--- src/rtl/hazard_ctrl.sv ---
`default_nettype none
// ============================================================================
// Module   : hazard_ctrl
// Purpose  : Hazard controller for the 5-stage RV32I pipeline. Detects
//            load-use hazards, sequences a multi-cycle flush after taken
//            branches/jumps, selects EX operand forwarding sources and keeps
//            hazard performance counters. State advances on the falling edge
//            of clk, in step with the pipeline registers.
// Ports    : clk, rst              - clock (falling-edge state), sync reset
//            id/ex/mem/wb_inst     - instruction words of the four stages
//            br_taken              - EX resolved a taken branch/JAL/JALR
//            stall, id_bubble      - hold PC+IF/ID, insert NOP into ID/EX
//            flush                 - kill IF/ID and ID/EX
//            fwd_a, fwd_b          - 00 regfile, 01 EX/MEM, 10 MEM/WB
//            stall_cnt, flush_cnt  - load-use stall / branch flush counters
// Revision : 1.0 - initial release
// ============================================================================
module hazard_ctrl #(
    parameter int unsigned FLUSH_CYCLES = 2
) (
    input  logic        clk,
    input  logic        rst,
    input  logic [31:0] id_inst,
    input  logic [31:0] ex_inst,
    input  logic [31:0] mem_inst,
    input  logic [31:0] wb_inst,
    input  logic        br_taken,
    output logic        stall,
    output logic        id_bubble,
    output logic        flush,
    output logic [1:0]  fwd_a,
    output logic [1:0]  fwd_b,
    output logic [31:0] stall_cnt,
    output logic [31:0] flush_cnt
);

    localparam logic [6:0] OP_REG    = 7'b0110011;
    localparam logic [6:0] OP_IMM    = 7'b0010011;
    localparam logic [6:0] OP_LOAD   = 7'b0000011;
    localparam logic [6:0] OP_STORE  = 7'b0100011;
    localparam logic [6:0] OP_BRANCH = 7'b1100011;
    localparam logic [6:0] OP_LUI    = 7'b0110111;
    localparam logic [6:0] OP_AUIPC  = 7'b0010111;
    localparam logic [6:0] OP_JAL    = 7'b1101111;
    localparam logic [6:0] OP_JALR   = 7'b1100111;

    localparam logic [1:0] ST_RUN    = 2'd0;
    localparam logic [1:0] ST_LDHOLD = 2'd1;
    localparam logic [1:0] ST_FLUSH  = 2'd2;

    // Flush cycles still owed after the first one (the RUN/LDHOLD cycle that
    // saw br_taken) and the FLUSH cycle that follows it.
    localparam logic [1:0] FCNT_LOAD = (FLUSH_CYCLES > 1) ? 2'(FLUSH_CYCLES - 2) : 2'd0;

    function automatic logic writes_rd(input logic [6:0] op);
        case (op)
            OP_REG, OP_IMM, OP_LOAD, OP_LUI, OP_AUIPC, OP_JAL, OP_JALR: writes_rd = 1'b1;
            default:                                                   writes_rd = 1'b0;
        endcase
    endfunction

    function automatic logic reads_rs1(input logic [6:0] op);
        case (op)
            OP_REG, OP_IMM, OP_LOAD, OP_STORE, OP_BRANCH, OP_JALR: reads_rs1 = 1'b1;
            default:                                              reads_rs1 = 1'b0;
        endcase
    endfunction

    function automatic logic reads_rs2(input logic [6:0] op);
        case (op)
            OP_REG, OP_STORE, OP_BRANCH: reads_rs2 = 1'b1;
            default:                     reads_rs2 = 1'b0;
        endcase
    endfunction

    logic [1:0]  state_q, state_d;
    logic [1:0]  fcnt_q, fcnt_d;
    logic [31:0] stall_cnt_q, flush_cnt_q;
    wire  [31:0] stall_cnt_d;
    wire  [31:0] flush_cnt_d;
    logic        w_stall_inc, w_flush_inc;
    logic        w_load_use;
    logic        w_mem_fwd_ok, w_wb_fwd_ok;
    logic [4:0]  w_mem_rd, w_wb_rd, w_ex_rd;
    logic        unused_bits;

    // Only opcode and register fields take part in hazard decisions.
    assign unused_bits = ^{id_inst[31:25], id_inst[14:7], ex_inst[31:25], ex_inst[14:12],
                           mem_inst[31:12], wb_inst[31:12]};

    assign w_ex_rd  = ex_inst[11:7];
    assign w_mem_rd = mem_inst[11:7];
    assign w_wb_rd  = wb_inst[11:7];

    // A load result is not available in EX/MEM yet, so only non-loads there
    // may forward; a load in EX/MEM is covered by the earlier load-use stall.
    assign w_mem_fwd_ok = writes_rd(mem_inst[6:0]) && (mem_inst[6:0] != OP_LOAD) && (w_mem_rd != 5'd0);
    assign w_wb_fwd_ok  = writes_rd(wb_inst[6:0]) && (w_wb_rd != 5'd0);

    assign w_load_use = (ex_inst[6:0] == OP_LOAD) && (w_ex_rd != 5'd0) &&
                        ((reads_rs1(id_inst[6:0]) && (id_inst[19:15] == w_ex_rd)) ||
                         (reads_rs2(id_inst[6:0]) && (id_inst[24:20] == w_ex_rd)));

    // Forwarding selects; MEM is checked first so the youngest producer wins.
    always_comb begin
        fwd_a = 2'b00;
        fwd_b = 2'b00;
        if (!rst) begin
            if (reads_rs1(ex_inst[6:0])) begin
                if (w_mem_fwd_ok && (w_mem_rd == ex_inst[19:15]))     fwd_a = 2'b01;
                else if (w_wb_fwd_ok && (w_wb_rd == ex_inst[19:15])) fwd_a = 2'b10;
            end
            if (reads_rs2(ex_inst[6:0])) begin
                if (w_mem_fwd_ok && (w_mem_rd == ex_inst[24:20]))     fwd_b = 2'b01;
                else if (w_wb_fwd_ok && (w_wb_rd == ex_inst[24:20])) fwd_b = 2'b10;
            end
        end
    end

    // State register.
    always_ff @(negedge clk) begin
        if (rst) begin
            state_q     <= ST_RUN;
            fcnt_q      <= 2'd0;
            stall_cnt_q <= 32'd0;
            flush_cnt_q <= 32'd0;
        end else begin
            state_q     <= state_d;
            fcnt_q      <= fcnt_d;
            stall_cnt_q <= stall_cnt_d;
            flush_cnt_q <= flush_cnt_d;
        end
    end

    // Next-state logic.
    always_comb begin
        state_d     = state_q;
        fcnt_d      = fcnt_q;
        w_stall_inc = 1'b0;
        w_flush_inc = 1'b0;
        case (state_q)
            ST_RUN, ST_LDHOLD: begin
                if (br_taken) begin
                    w_flush_inc = 1'b1;
                    if (FLUSH_CYCLES > 1) begin
                        state_d = ST_FLUSH;
                        fcnt_d  = FCNT_LOAD;
                    end else begin
                        state_d = ST_RUN;
                    end
                end else if ((state_q == ST_RUN) && w_load_use) begin
                    w_stall_inc = 1'b1;
                    state_d     = ST_LDHOLD;
                end else begin
                    state_d = ST_RUN;
                end
            end
            ST_FLUSH: begin
                // br_taken and load-use here come from instructions being killed.
                if (fcnt_q == 2'd0) state_d = ST_RUN;
                else                fcnt_d  = fcnt_q - 2'd1;
            end
            default: state_d = ST_RUN;
        endcase
    end

    assign stall_cnt_d = stall_cnt_q + {31'd0, w_stall_inc};
    assign flush_cnt_d = flush_cnt_q + {31'd0, w_flush_inc};

    // Control outputs.
    always_comb begin
        stall     = 1'b0;
        id_bubble = 1'b0;
        flush     = 1'b0;
        if (!rst) begin
            case (state_q)
                ST_RUN, ST_LDHOLD: begin
                    if (br_taken) begin
                        flush = 1'b1;
                    end else if ((state_q == ST_RUN) && w_load_use) begin
                        stall     = 1'b1;
                        id_bubble = 1'b1;
                    end
                end
                ST_FLUSH: flush = 1'b1;
                default: ;
            endcase
        end
    end

    assign stall_cnt = stall_cnt_q;
    assign flush_cnt = flush_cnt_q;

endmodule
`default_nettype wire

--- config.mk ---
export PLATFORM = sky130hd
export DESIGN_NAME = hazard_ctrl
export DESIGN_NICKNAME = d
export VERILOG_FILES = /design/src/rtl/hazard_ctrl.sv
export SDC_FILE = /design/constraint.sdc
export NUM_CORES = 1
export LEC_CHECK = 0
export CELL_PAD_IN_SITES_DETAIL_PLACEMENT = 1
export CELL_PAD_IN_SITES_GLOBAL_PLACEMENT = 1
export CORE_MARGIN = 2
export CORE_UTILIZATION = 30
export CTS_CLUSTER_SIZE = 25
export DETAILED_ROUTE_END_ITERATION = 16
export GPL_ROUTABILITY_DRIVEN = 0
export PLACE_DENSITY_LB_ADDON = 0.1
export SETUP_SLACK_MARGIN = 0.3
export SYNTH_ARGS = -nofsm -noshare
export SYNTH_HDL_FRONTEND = slang
export SYNTH_SLANG_ARGS = --single-unit
--- constraint.sdc ---
create_clock -name clk -period 4.2 [get_ports clk]
set_input_delay 0.63 -clock clk [delete_from_list [all_inputs] [get_ports clk]]
set_output_delay 0.63 -clock clk [all_outputs]
set_load 0.005 [all_outputs]
# [Yosys cells after proc, flatten, opt, wreduce, memory -nomap -nowiden]
# Index checks and enable logic that the tools add are counted.
[word_totals] register_bits=68 latch_bits=0 ram_bits=0 rom_bits=0 inputBits=131 out_inout_bits=71 mem_count=0
[op_classes] add_sub_neg=3 n_mul=0 n_div=0 n_lt_le_gt_ge=0 n_eq_ne=38 shift=0 mux=31 bitwise_logic=0 reduce_logical=27
[ops] op="32-bit by 1-bit adder with 32-bit output" n=2
[ops] op="7-bit by 6-bit equality test with 1-bit output (second input constant)" n=8
[ops] op="7-bit equality test (second input constant)" n=8
[ops] op="7-bit by 5-bit equality test with 1-bit output (second input constant)" n=6
[ops] op="5-bit equality test" n=6
[ops] op="7-bit by 2-bit equality test with 1-bit output (second input constant)" n=4
[ops] op="2-bit two-way mux" n=12
[ops] op="1-bit two-way mux" n=16
[ops] op="5-bit nonzero test" n=3
[ops] op="7-bit OR reduction" n=2
[ops] op="1-bit logical AND" n=12
[ops] op="6-bit OR reduction" n=2
[ops] op="2-bit one-hot mux with 2 select lines" n=2
[ops] op="7-bit by 2-bit != test with 1-bit output (second input constant)" n=1
[ops] op="2-bit != test (second input constant)" n=3
[ops] op="3-bit OR reduction" n=2
[ops] op="2-bit zero test" n=2
[ops] op="3-bit AND reduction" n=1
[ops] op="2-bit by 1-bit equality test with 1-bit output (second input constant)" n=1
[ops] op="2-bit equality test (second input constant)" n=1
[ops] op="1-bit one-hot mux with 2 select lines" n=1
[ops] op="2-bit nonzero test" n=1
[ops] op="2-bit OR reduction" n=1
[ops] op="2-bit by 1-bit subtractor with 2-bit output (second input constant)" n=1
[ops] op="1-bit logical OR" n=1

# [Depth between registers and ports, before layout]
[depth] word_depth=11 mapped_depth=11 ltp_nobuf=10

==> summary.md <==
| Metric | Value |
|---|---|
| Status | `finished with violations` |
| Failing checks | `setup timing` |
| Critical R2R Launch | `state_q[1]` |
| Gate Count Post-Synth | `about 440` |
| DR pass1 iterations | `4` |
| All-Layer GR Usage | `roughly 22%` |
| Hold Crit Depth | `2` |
| DP HPWL | `between 9000 and 10000 um` |
| Crit end category | `flip-flop` |
| Area grow syn2layout | `88.84%` |
| Reg-to-reg slack, setup | `1.35 ns` |
| Crit Path Class | `in -> reg` |
| Largest net degree at the start of global routing | `25` |
| Core area | `12060 um2` |
| TritonCTS clock tree | `yes` |
| Initial Utilization | `approximately 31%` |
| Final WS setup | `-0.7880 ns` |
| Top post-synthesis cells by area | `dfxtp_1 37%, xnor2_1 7.3%, xor2_1 5.9%, or4_1 5.4%, a21oi_1 4.3%` |
| Crit path DAT | `approximately 3.2 ns` |
| Commonest non-fill, non-tap cell in the layout | `inv_1` |
| Share of cells above drive strength 1 | `between 30% and 40%` |
| Syn. warnings | `0` |
| Post-synthesis sequential area ratio | `between 30% and 40%` |
| Pre-CTS setup slack | `-1.449 ns` |
| Max Cap Viol | `0` |
| Syn nets | `a little under 600` |
| Initial antenna violation count | `0` |
| DR vias/cell | `roughly 5.1` |
| Num rows | `40` |
| Final setup viols | `36` |
| Clock transition at path regs | `approximately 0.030 ns` |
| CTS buffer count | `9` |
| Startpoint Class | `input port` |
| FILL cells | `about 1400` |
| Max-slew violations | `0` |
| Drt wl/cell | `about 16 um` |
| H-tree levels | `3` |
| Synth unique cells | `43` |
| Clk root buf | `clkbuf_16` |
| Grt ovf | `0` |
| Worst Hold Class | `reg -> reg` |
| Drt drc | `0` |
| IO Port Bufs | `~140` |
| Post-synthesis cell area | `around 3700 um2` |
| Via count | `4523` |
| # clock sinks | `approximately 70` |
| Synth area leader | `dfxtp_1` |
| #FFs+latches synth | `68` |
| Crit path from | `ex_inst[4]` |
| Power Density | `279.1 nW/um2` |
| Final clock skew | `approximately 0.052 ns` |
| DRT iter0 DRCs | `roughly 160` |
| Worst EP required | `2.42 ns` |
| Vias in the first global route | `~5000` |
| Crit path max fanout | `4` |
| Placed cell area | `about 5600 um2` |
| RSZ-0062 raised after global routing | `yes` |
| CTS Hold Bufs | `0` |
| Ports | `202` |
| Worst vdd ir | `between 0.15 and 0.2 mV` |
| Post-route antenna net violation count | `0` |
| Global-route wire length before repair | `23420 um` |
| Nets | `roughly 850` |
| Chip Width | `roughly 120 um` |
| Final design area excluding fillers | `~7000 um2` |
| Final Hold Viols | `0` |
| FF-to-FF End | `stall_cnt[28]` |
| Detailed Route WL | `between 10000 and 15000 um` |
| Longest Clk Path Bufs | `2` |
| Setup crit end | `stall_cnt[28]` |
| Reg2reg path depth | `12` |
| Ant diodes | `0` |
| Avg Synthesized Cell Area | `~8.4 um2` |
| Most frequent cells in the layout | `82 x inv_1, 67 x dlygate4sd2_1, 57 x buf_4, 44 x clkdlybuf4s50_1, 38 x nor2_1` |
| Yosys top cell area share | `36.58%` |
| Worst Max-Slew Pin Slew | `0.8519 ns` |
| Die Ht | `between 100 and 150 um` |
| Worst-Skew Late Latency | `between 0.4 and 0.5 ns` |
| Die area | `around 13000 um2` |
| Static leakage power | `just over 3 nW` |
| Fin Hold WS | `between 0.4 and 0.5 ns` |
| Slew margin rel. | `~43%` |
## how the worst min path moves through the flow
stage,startpoint,to,slack (ns)
2_1_floorplan,fcnt_q[1],fcnt_q[1],0.47
3_3_place_gp,fcnt_q[1],fcnt_q[1],0.48
3_5_place_dp,flush_cnt[30],flush_cnt[30],0.49
4_1_cts,flush_cnt[30],flush_cnt[30],0.49
5_1_grt,flush_cnt[26],flush_cnt[26],0.51
6_report,flush_cnt[26],flush_cnt[26],0.49
## flip-flops by register name, summed over array words and instances (netlist names)
| signal | count |
|---|---|
| state_q | 2 |
| fcnt_q | 2 |
| flush_cnt | 32 |
| stall_cnt | 32 |
## per-layer routing
| metal | vias to the layer above | global-route usage [%] | share of wire, % | wire (um) |
|---|---|---|---|---|
| met5 | - | 0 | 0 | 0 |
| met4 | 0 | 9.719 | 1.7 | 246 |
| met3 | 21 | 8.065 | 5.7 | 838 |
| met2 | 131 | 38.28 | 53 | 7666 |
| met1 | 2197 | 23.50 | 40 | 5844 |
| li1 | 2174 | - | - | - |
## critical path: stages
cell           delay, ns
dlygate4sd2_1       0.26
or4_4               0.53
buf_6               0.14
a211oi_4            0.18
ha_2                0.26
ha_4                0.14
and2_4              0.14
nand4_1             0.16
buf_4               0.21
or4_4               0.41
a21oi_2             0.14
## where the power goes
part	switching, W	internal (W)
Sequential	0.00000363	0.000639
Combinational	0.0000659	0.0000954
Clock	0.000498	0.000659
Total	0.000568	0.00139
## cell families (layout without fill, tap and decap cells)
kind of cell | Yosys count | in the layout | synth area share, %
buffers and inverters | 31 | 307 | 3.799
adders and majority gates | 5 | 5 | 1.681
and+or+nand+nor | 206 | 206 | 31.84
AOI/OAI and AO/OA | 73 | 73 | 11.70
xor gates and xnor gates | 56 | 56 | 13.18
DFF | 68 | 68 | 36.58
muxes | 4 | 4 | 1.210
## timing repair
item | 4_1_cts | 5_1_grt
endpoints found under the setup margin | 128 | 60
buffers inserted | 29 | 13
pin swaps | 21 | 34
gates resized for setup | 226 | 96
gates cloned | 1 | 0
## stage by stage
step	utilization, %	cells	total power, W	setup TNS [ns]
final	58.26	887	0.001961	-19.57
after global routing	58.26	887	0.002085	-22.98
after CTS	54.88	874	0.001965	-18.51
after detailed placement	46.33	762	0.0009151	-56.41
after global placement	46.33	762	0.0009106	-51.34
after floorplan	-	443	0.0008168	-15.98
## final cells by class
class / instances / area, um2 / area share, %
sequential: 68 / 1485 / 21.14
multi-input combinational: 344 / 2778 / 39.53
inverter: 11 / 41.29 / 0.5876
clock inverter: 74 / 356.6 / 5.075
timing repair buffer: 213 / 1931 / 27.48
tap: 168 / 210.2 / 2.991
clock buffer: 9 / 225.2 / 3.205
## synth_stat cells, drive strengths merged
cell / n
nor4b: 2
xor2: 25
buf: 7
and3: 1
nor3b: 2
dfxtp: 68
a21oi: 32
mux2: 4
inv: 12
nand2: 25
nor3: 8
ha: 5
clkbuf: 12
o22ai: 1
nand4: 26
a211oi: 1
o21ba: 1
and4: 8
or3: 14
and2: 2
nand3: 24
o31ai: 19
xnor2: 31
o2111ai: 1
a22oi: 1
and4b: 1
nor2: 41
nand4b: 2
or4: 27
a2111oi: 2
nor2b: 10
o21ai: 15
nand3b: 3
nor4: 10
(Power assumes the default switching activity.)
